### src/rtl/turfio_dout_mux_pkg.sv
`default_nettype none
// ============================================================================
// Module   : turfio_dout_pkg
// Purpose  : Shared constants and types for the TURFIO output-lane mux:
//            default training/idle bytes, arbiter state encoding and a small
//            counter-width helper.
// Revision : 1.0 - initial release
// ============================================================================
package turfio_dout_pkg;

    // Byte sent on every lane while the link is being trained.
    localparam logic [7:0] c_train_value = 8'h6A;
    // Byte sent when no source has a byte ready.
    localparam logic [7:0] c_idle_value  = 8'h00;

    // Packet arbiter states.
    typedef enum logic [1:0] {
        ST_IDLE     = 2'd0,
        ST_LOCK_DAT = 2'd1,
        ST_LOCK_REG = 2'd2
    } dout_state_t;

    // Width of a counter holding 0..n-1; never narrower than one bit so a
    // single-phase configuration still has a legal vector.
    function automatic int cnt_width(input int n);
        return (n > 1) ? $clog2(n) : 1;
    endfunction

endpackage
`default_nettype wire

### src/rtl/turfio_dout_lane.sv
`default_nettype none
// ============================================================================
// Module   : turfio_dout_lane
// Purpose  : One output lane: an 8-bit load/shift register that sends its
//            byte LSB-first, BPC bits per cycle, with optional polarity
//            inversion. The lane output comes straight from a flop.
// Ports    : clk     - interface clock
//            rst_n   - asynchronous active-low reset
//            i_load  - load i_byte on this edge instead of shifting
//            i_byte  - byte to load
//            o_dout  - BPC-bit slice for the serializer (inverted if INV)
// Revision : 1.0 - initial release
// ============================================================================
module turfio_dout_lane
    import turfio_dout_pkg::*;
#(
    parameter int         BPC        = 4,
    parameter logic [7:0] IDLE_VALUE = c_idle_value,
    parameter logic       INV        = 1'b0
) (
    input  logic           clk,
    input  logic           rst_n,
    input  logic           i_load,
    input  logic [7:0]     i_byte,
    output logic [BPC-1:0] o_dout
);

    localparam logic [BPC-1:0] c_inv_bits = {BPC{INV}};

    logic [7:0]     r_shreg;
    logic [BPC-1:0] r_dout;
    logic [7:0]     w_shreg_next;

    always_comb begin
        w_shreg_next = i_load ? i_byte : (r_shreg >> BPC);
    end

    // The output flop is fed from the next shift-register value so the
    // serializer sees the new byte's first slice the cycle after the load.
    always_ff @(posedge clk or negedge rst_n) begin
        if (!rst_n) begin
            r_shreg <= IDLE_VALUE;
            r_dout  <= IDLE_VALUE[BPC-1:0] ^ c_inv_bits;
        end else begin
            r_shreg <= w_shreg_next;
            r_dout  <= w_shreg_next[BPC-1:0] ^ c_inv_bits;
        end
    end

    assign o_dout = r_dout;

endmodule
`default_nettype wire

### src/rtl/turfio_dout_mux.sv
`default_nettype none
// ============================================================================
// Module   : turfio_dout_mux
// Purpose  : Packet-locked mux of an event-data stream and a register-response
//            stream onto NLANES byte lanes, serialized BPC bits per ifclk
//            cycle. Training overrides everything; idle bytes fill gaps.
// Ports    : ifclk_i       - interface clock (single domain)
//            ifclk_rstn_i  - asynchronous active-low reset
//            ifclk_sync_i  - one-cycle frame-start pulse, realigns byte phase
//            train_i       - force TRAIN_VALUE on all lanes
//            s_dat_*       - event-data AXI-stream slave (8*NLANES wide)
//            s_reg_*       - register-response AXI-stream slave
//            dout_o        - NLANES*BPC parallel word to the serializer
//            busy_o        - a packet is locked
//            src_o         - locked source: 0 = dat, 1 = reg
// Revision : 1.0 - initial release
// ============================================================================
module turfio_dout_mux
    import turfio_dout_pkg::*;
#(
    parameter int                NLANES      = 1,
    parameter int                BPC         = 4,
    parameter logic [7:0]        TRAIN_VALUE = c_train_value,
    parameter logic [7:0]        IDLE_VALUE  = c_idle_value,
    parameter logic [NLANES-1:0] INV_MASK    = {NLANES{1'b0}}
) (
    input  logic                    ifclk_i,
    input  logic                    ifclk_rstn_i,
    input  logic                    ifclk_sync_i,
    input  logic                    train_i,

    input  logic [8*NLANES-1:0]     s_dat_tdata,
    input  logic                    s_dat_tvalid,
    input  logic                    s_dat_tlast,
    output logic                    s_dat_tready,

    input  logic [8*NLANES-1:0]     s_reg_tdata,
    input  logic                    s_reg_tvalid,
    input  logic                    s_reg_tlast,
    output logic                    s_reg_tready,

    output logic [NLANES*BPC-1:0]   dout_o,
    output logic                    busy_o,
    output logic                    src_o
);

    // BPC must be 2, 4 or 8 so that a byte divides evenly into phases.
    localparam int              c_nph        = 8 / BPC;
    localparam int              c_pw         = cnt_width(c_nph);
    localparam logic [c_pw-1:0] c_last_phase = c_pw'(c_nph - 1);

    logic [c_pw-1:0] r_phase;
    logic            r_sync_q;
    logic            r_train_q;
    logic            r_live;
    dout_state_t     r_state;
    logic            r_busy;
    logic            r_src;

    logic                w_byte_end;
    logic                w_sync_hit;
    logic                w_slot_open;
    logic                w_acc_dat;
    logic                w_acc_reg;
    logic                w_lane_load;
    logic [8*NLANES-1:0] w_load_word;

    // ------------------------------------------------------------------
    // Byte phase, sync and training capture
    // ------------------------------------------------------------------
    assign w_byte_end = (r_phase == c_last_phase);
    // With one phase per byte there is nothing to realign, so sync is inert.
    assign w_sync_hit = (c_nph > 1) ? r_sync_q : 1'b0;
    // r_live keeps tready low on the first cycle out of reset; otherwise a
    // single-phase build would offer a slot while still held in reset.
    assign w_slot_open = w_byte_end && r_live && !w_sync_hit && !r_train_q;

    always_ff @(posedge ifclk_i or negedge ifclk_rstn_i) begin
        if (!ifclk_rstn_i) begin
            r_phase   <= '0;
            r_sync_q  <= 1'b0;
            r_train_q <= 1'b0;
            r_live    <= 1'b0;
        end else begin
            r_sync_q  <= ifclk_sync_i;
            r_train_q <= train_i;
            r_live    <= 1'b1;
            if (r_sync_q || w_byte_end) begin
                r_phase <= '0;
            end else begin
                r_phase <= r_phase + 1'b1;
            end
        end
    end

    // ------------------------------------------------------------------
    // Ready generation: at most one source is offered the slot
    // ------------------------------------------------------------------
    always_comb begin
        s_dat_tready = 1'b0;
        s_reg_tready = 1'b0;
        case (r_state)
            ST_IDLE: begin
                // Register responses win a fresh arbitration.
                s_reg_tready = w_slot_open;
                s_dat_tready = w_slot_open && !s_reg_tvalid;
            end
            ST_LOCK_DAT: s_dat_tready = w_slot_open;
            ST_LOCK_REG: s_reg_tready = w_slot_open;
            default: ;
        endcase
    end

    assign w_acc_dat = s_dat_tready && s_dat_tvalid;
    assign w_acc_reg = s_reg_tready && s_reg_tvalid;

    // ------------------------------------------------------------------
    // Byte selection for the lane registers
    // ------------------------------------------------------------------
    // A sync forces a reload so the partial byte in flight is replaced by
    // idle and the new frame starts on a clean byte boundary.
    assign w_lane_load = w_byte_end || w_sync_hit;

    always_comb begin
        w_load_word = {NLANES{IDLE_VALUE}};
        if (w_sync_hit) begin
            w_load_word = {NLANES{IDLE_VALUE}};
        end else if (r_train_q) begin
            w_load_word = {NLANES{TRAIN_VALUE}};
        end else if (w_acc_reg) begin
            w_load_word = s_reg_tdata;
        end else if (w_acc_dat) begin
            w_load_word = s_dat_tdata;
        end
    end

    // ------------------------------------------------------------------
    // Packet arbiter
    // ------------------------------------------------------------------
    always_ff @(posedge ifclk_i or negedge ifclk_rstn_i) begin
        if (!ifclk_rstn_i) begin
            r_state <= ST_IDLE;
            r_busy  <= 1'b0;
            r_src   <= 1'b0;
        end else begin
            case (r_state)
                ST_IDLE: begin
                    // A single-beat packet never needs a lock.
                    if (w_acc_reg && !s_reg_tlast) begin
                        r_state <= ST_LOCK_REG;
                        r_busy  <= 1'b1;
                        r_src   <= 1'b1;
                    end else if (w_acc_dat && !s_dat_tlast) begin
                        r_state <= ST_LOCK_DAT;
                        r_busy  <= 1'b1;
                        r_src   <= 1'b0;
                    end
                end
                ST_LOCK_DAT: begin
                    if (w_acc_dat && s_dat_tlast) begin
                        r_state <= ST_IDLE;
                        r_busy  <= 1'b0;
                        r_src   <= 1'b0;
                    end
                end
                ST_LOCK_REG: begin
                    if (w_acc_reg && s_reg_tlast) begin
                        r_state <= ST_IDLE;
                        r_busy  <= 1'b0;
                        r_src   <= 1'b0;
                    end
                end
                default: begin
                    r_state <= ST_IDLE;
                    r_busy  <= 1'b0;
                    r_src   <= 1'b0;
                end
            endcase
        end
    end

    assign busy_o = r_busy;
    assign src_o  = r_src;

    // ------------------------------------------------------------------
    // Output lanes
    // ------------------------------------------------------------------
    for (genvar k = 0; k < NLANES; k++) begin : g_lane
        turfio_dout_lane #(
            .BPC        (BPC),
            .IDLE_VALUE (IDLE_VALUE),
            .INV        (INV_MASK[k])
        ) u_lane (
            .clk    (ifclk_i),
            .rst_n  (ifclk_rstn_i),
            .i_load (w_lane_load),
            .i_byte (w_load_word[8*k +: 8]),
            .o_dout (dout_o[BPC*k +: BPC])
        );
    end

endmodule
`default_nettype wire

### config.mk
export PLATFORM = sky130hd
export DESIGN_NAME = turfio_dout_mux
export DESIGN_NICKNAME = d
export VERILOG_FILES = /design/src/rtl/turfio_dout_mux_pkg.sv /design/src/rtl/turfio_dout_lane.sv /design/src/rtl/turfio_dout_mux.sv
export SDC_FILE = /design/constraint.sdc
export NUM_CORES = 1
export LEC_CHECK = 0
export CAP_MARGIN = 10
export CELL_PAD_IN_SITES_DETAIL_PLACEMENT = 1
export CELL_PAD_IN_SITES_GLOBAL_PLACEMENT = 2
export CORE_MARGIN = 4
export CORE_UTILIZATION = 21
export CTS_CLUSTER_SIZE = 30
export DETAILED_ROUTE_END_ITERATION = 8
export GPL_TIMING_DRIVEN = 0
export PLACE_DENSITY_LB_ADDON = 0.1
export SYNTH_ARGS = -nofsm -noshare
export SYNTH_HDL_FRONTEND = slang
export SYNTH_SLANG_ARGS = --single-unit
export TNS_END_PERCENT = 5
### constraint.sdc
create_clock -name ifclk_i -period 1.39 [get_ports ifclk_i]
set_input_delay 0.278 -clock ifclk_i [delete_from_list [all_inputs] [get_ports ifclk_i]]
set_output_delay 0.278 -clock ifclk_i [all_outputs]
set_load 0.05 [all_outputs]
==> summary by stage <==
Synthesis
Yosys mapped the design onto 25 distinct sky130hd cell types. The share of synthesized area in the top cell type comes to a little under three fifths. The synthesized area divided by synthesized cell count is ~11 um^2. The synthesized netlist net count is 85. Yosys attributes the largest share of cell area to dfrtp_1 (55%), a221oi_1 (5.2%), buf_4 (4.4%).

After synthesis, the most frequently instantiated cells are dfrtp_1 (15), nor2_1 (7), a221oi_1 (4), buf_4 (4), nand2_1 (4). The number of synthesized register bits is 15. Counting flops with a built-in enable in the synthesized netlist gives 0. Of the synthesized area, sequential elements account for a little under three fifths. The mapped cell area is between 600 and 700 um^2. The cell count after synthesis is 61.

For this run, the number of Yosys warnings is 0. The main flop type after synthesis is dfrtp_1. The cell type with the largest total area after synthesis is dfrtp_1. dfrtp_1 is the most common cell in the netlist. The share of flip-flops with an asynchronous set or reset is 100.0%.

Worst setup path
Data arrives at the worst endpoint at 1380 ps. The element type at the critical path start is a flip-flop. The largest fanout on the critical path is 3. The capturing element type of the critical path is an output pin. The worst path required time is roughly 1100 ps. The worst setup path is of the flip-flop to output pin kind.

Die
The count of boundary I/O pins is 32. The full die area is 4209 um^2. Once the floorplan was initialized, standard cells occupied 22.07% of the core. The height of the die is 64.88 um. The initialized floorplan defines 20 standard-cell rows. After floorplanning, the core was sized to cover 3078 um^2. The floorplan die width is about 65 um.

Power and ir drop
The power density over cell area is 974.7 nW/um^2. The switching power summed over all nets is 0.3719 mW. The largest vdd supply drop is 458.5 uV. The total power after layout is 1.130 mW. In this run, flip-flops and latches consume 46.0% of the power. The leakage power is 0.5179 nW. The total internal power is 0.7586 mW. Per report_power, the combinational group accounts for 32.7% of the total. The clock network burns 21.3% of the power. The switching part of the total power is 32.90%.

Clocking
The number of clock buffers added by TritonCTS is 3. The clock slew seen by the registers of the worst setup and hold paths is 90 ps. CTS built an H-tree with a depth of 1. Clock latency on the worst-skew pair, taken at its later pin, is 270 ps. The clock drives 15 sinks.

In this run the clock root is driven by a clkbuf_4. The TritonCTS clock tree is yes. The maximum number of buffers from clock root to sink is 2.

Global routing
Entering global routing, the biggest net connects 16 pins. The overall track demand over capacity in global routing is under 10%. The wire length of the first global-routing pass is around 3 mm. The initial antenna violation count came to 0. The total congestion overflow is 0. The number of global-route vias before repair was ~610.

Timing
Setup repair after global routing could not meet its margin everywhere. Measured against its own limit, the worst slew margin works out to 55.27%. Timing would allow up to 604.9 MHz. The post-route worst hold slack is a little over 400 ps. Clock skew on the completed layout was measured at 3.521 ps. The share of the clock period used by the worst path after layout is 118.9%. The number of failing hold endpoints at the final stage is 0. The post-layout minimum cycle time is 1653 ps. Setup violations remaining at the end of the flow were counted as 7. The count of pins over their slew limit was 0.

For the pin with the worst max-slew slack, the measured transition is 668.9 ps. The setup slack after layout is -263.1 ps.

Place
The cell total after placement is ~140. Once detailed placement completed, the half-perimeter wirelength came to 1.291 mm. The count of input and output buffers is 31. The final RePlAce weighted congestion is 0.6827. The area of placed instances is ~1100 um^2.

Detailed routing
The detailed router finished its first iteration with 4 violations. In this run the remaining antenna-violating nets after routing total 0. The DRC violation count after routing is 0.

The total wire length is 1.789 mm. For this run, the detailed router's first-pass iteration total came to 4. The total via count after detailed routing is roughly 610.

The per-cell via count in the routed design is 4.164. After detailed routing, the average wire length per cell comes to 12.25 um.

Run status
The flow ran to the end, but the final reports show violations. The checks that failed: negative setup slack.

Finish
The final net count is 127. The area growth from synthesis to layout is 70.72%. Cells fill 37.68% of the core in the end.

The finished layout holds 146 standard cells, fillers aside. The repair_antennas step left the layout with diodes totalling 0. Of the cells placed in the final design, the portion with a size suffix greater than 1 is 33.33%. After routing the design area is 1160 um^2.

Worst hold path
The path class of the tightest hold or removal check is input port to asynchronous set/reset pin.

Job
The total of max-cap violations is 0.
[cell type report]
class                           instances  area (um^2)
Timing Repair Buffer                   37        342.8
Fill cell                             352         1918
Buffer                                  5        41.29
Multi-Input combinational cell         40        314.1
Sequential cell                        15        376.6
Clock buffer                            4        26.28
Tap cell                               44        55.05
Inverter                                1        3.754
[per-layer routing]
metal	GRT usage, %	vias to the layer above	routed length [um]
met5	0	-	0
met4	1.583	0	15
met3	4.679	2	165
met2	14.43	17	827
met1	11.91	287	780
li1	-	302	-
[state kept, by name (all words and copies together) (netlist names)]
register and flops:
busy_o 1, r_live 1, g_lane.u_lane.r_shreg 8, r_state 2, r_train_q 1, r_sync_q 1, r_phase 1
[power by group through the flow]
stage                     Sequential, mW  Clock, mW  Combinational [mW]
final                              0.520      0.241               0.370
after global routing               0.528      0.279               0.395
after CTS                          0.518      0.257               0.362
after detailed placement           0.527          0               0.354
after global placement             0.528          0               0.353
after floorplan                    0.613          0               0.102
[path summary, 6_finish.rpt]
kind | from | endpoint | slack [ps] | cells past startpoint
max in group asynchronous | ifclk_rstn_i | r_phase | 520 | 1
max reg2reg | r_train_q | g_lane[0].u_lane.r_shreg[1] | -110 | 5
min | ifclk_rstn_i | g_lane[0].u_lane.r_shreg[3] | 400 | 1
min in group ifclk_i | ifclk_sync_i | r_sync_q | 440 | 1
min reg2reg | g_lane[0].u_lane.r_shreg[4] | g_lane[0].u_lane.r_shreg[0] | 490 | 2
max | r_train_q | s_dat_tready | -260 | 4
[cells in the final DEF, fill, tap and decap left out, types with 2 or more instances in the layout]
master / instances
a21oi_1: 2
a221oi_2: 4
a22o_1: 2
a22oi_1: 2
buf_4: 14
buf_6: 3
clkbuf_4: 3
clkdlybuf4s50_1: 22
dfrtp_1: 14
nand2_1: 4
nand2b_4: 2
nor2_1: 6
nor2_2: 2
nor3_1: 2
or2b_1: 2
[kinds of logic (layout without fill, tap and decap cells)]
kind of cell / Yosys count / count (layout) / share of synthesized area (%)
AND/OR/NAND/NOR: 24 / 24 / 20.99
AO/OA/AOI/OAI: 15 / 15 / 16.57
flip-flops: 15 / 15 / 55.25
buffers and inverters: 6 / 47 / 6.629
other: 1 / 1 / 0.5520
[repair_timing]
item                       4_1_cts  5_1_grt
pin swaps                        5        1
setup endpoints to repair       15       12
gates resized for setup         38        2
buffers inserted                 4        2
hold buffers                     0        0
[per-stage QoR]
stage,setup TNS (ps),setup slack [ps]
floorplan,-492.5,-123.4
global placement,-5083,-806.2
detailed placement,-4962,-794.9
CTS,-790.3,-275.4
global route,-1681,-337.6
finish,-713.3,-263.1
[worst max-delay path, cell delays in order (launching register included)]
cell and delay [ps]:
dfrtp_1 400, and4bb_4 370, nand2b_4 70, nor2b_4 110
buf_6 160
Note: power is estimated with default switching activity, not from simulation.
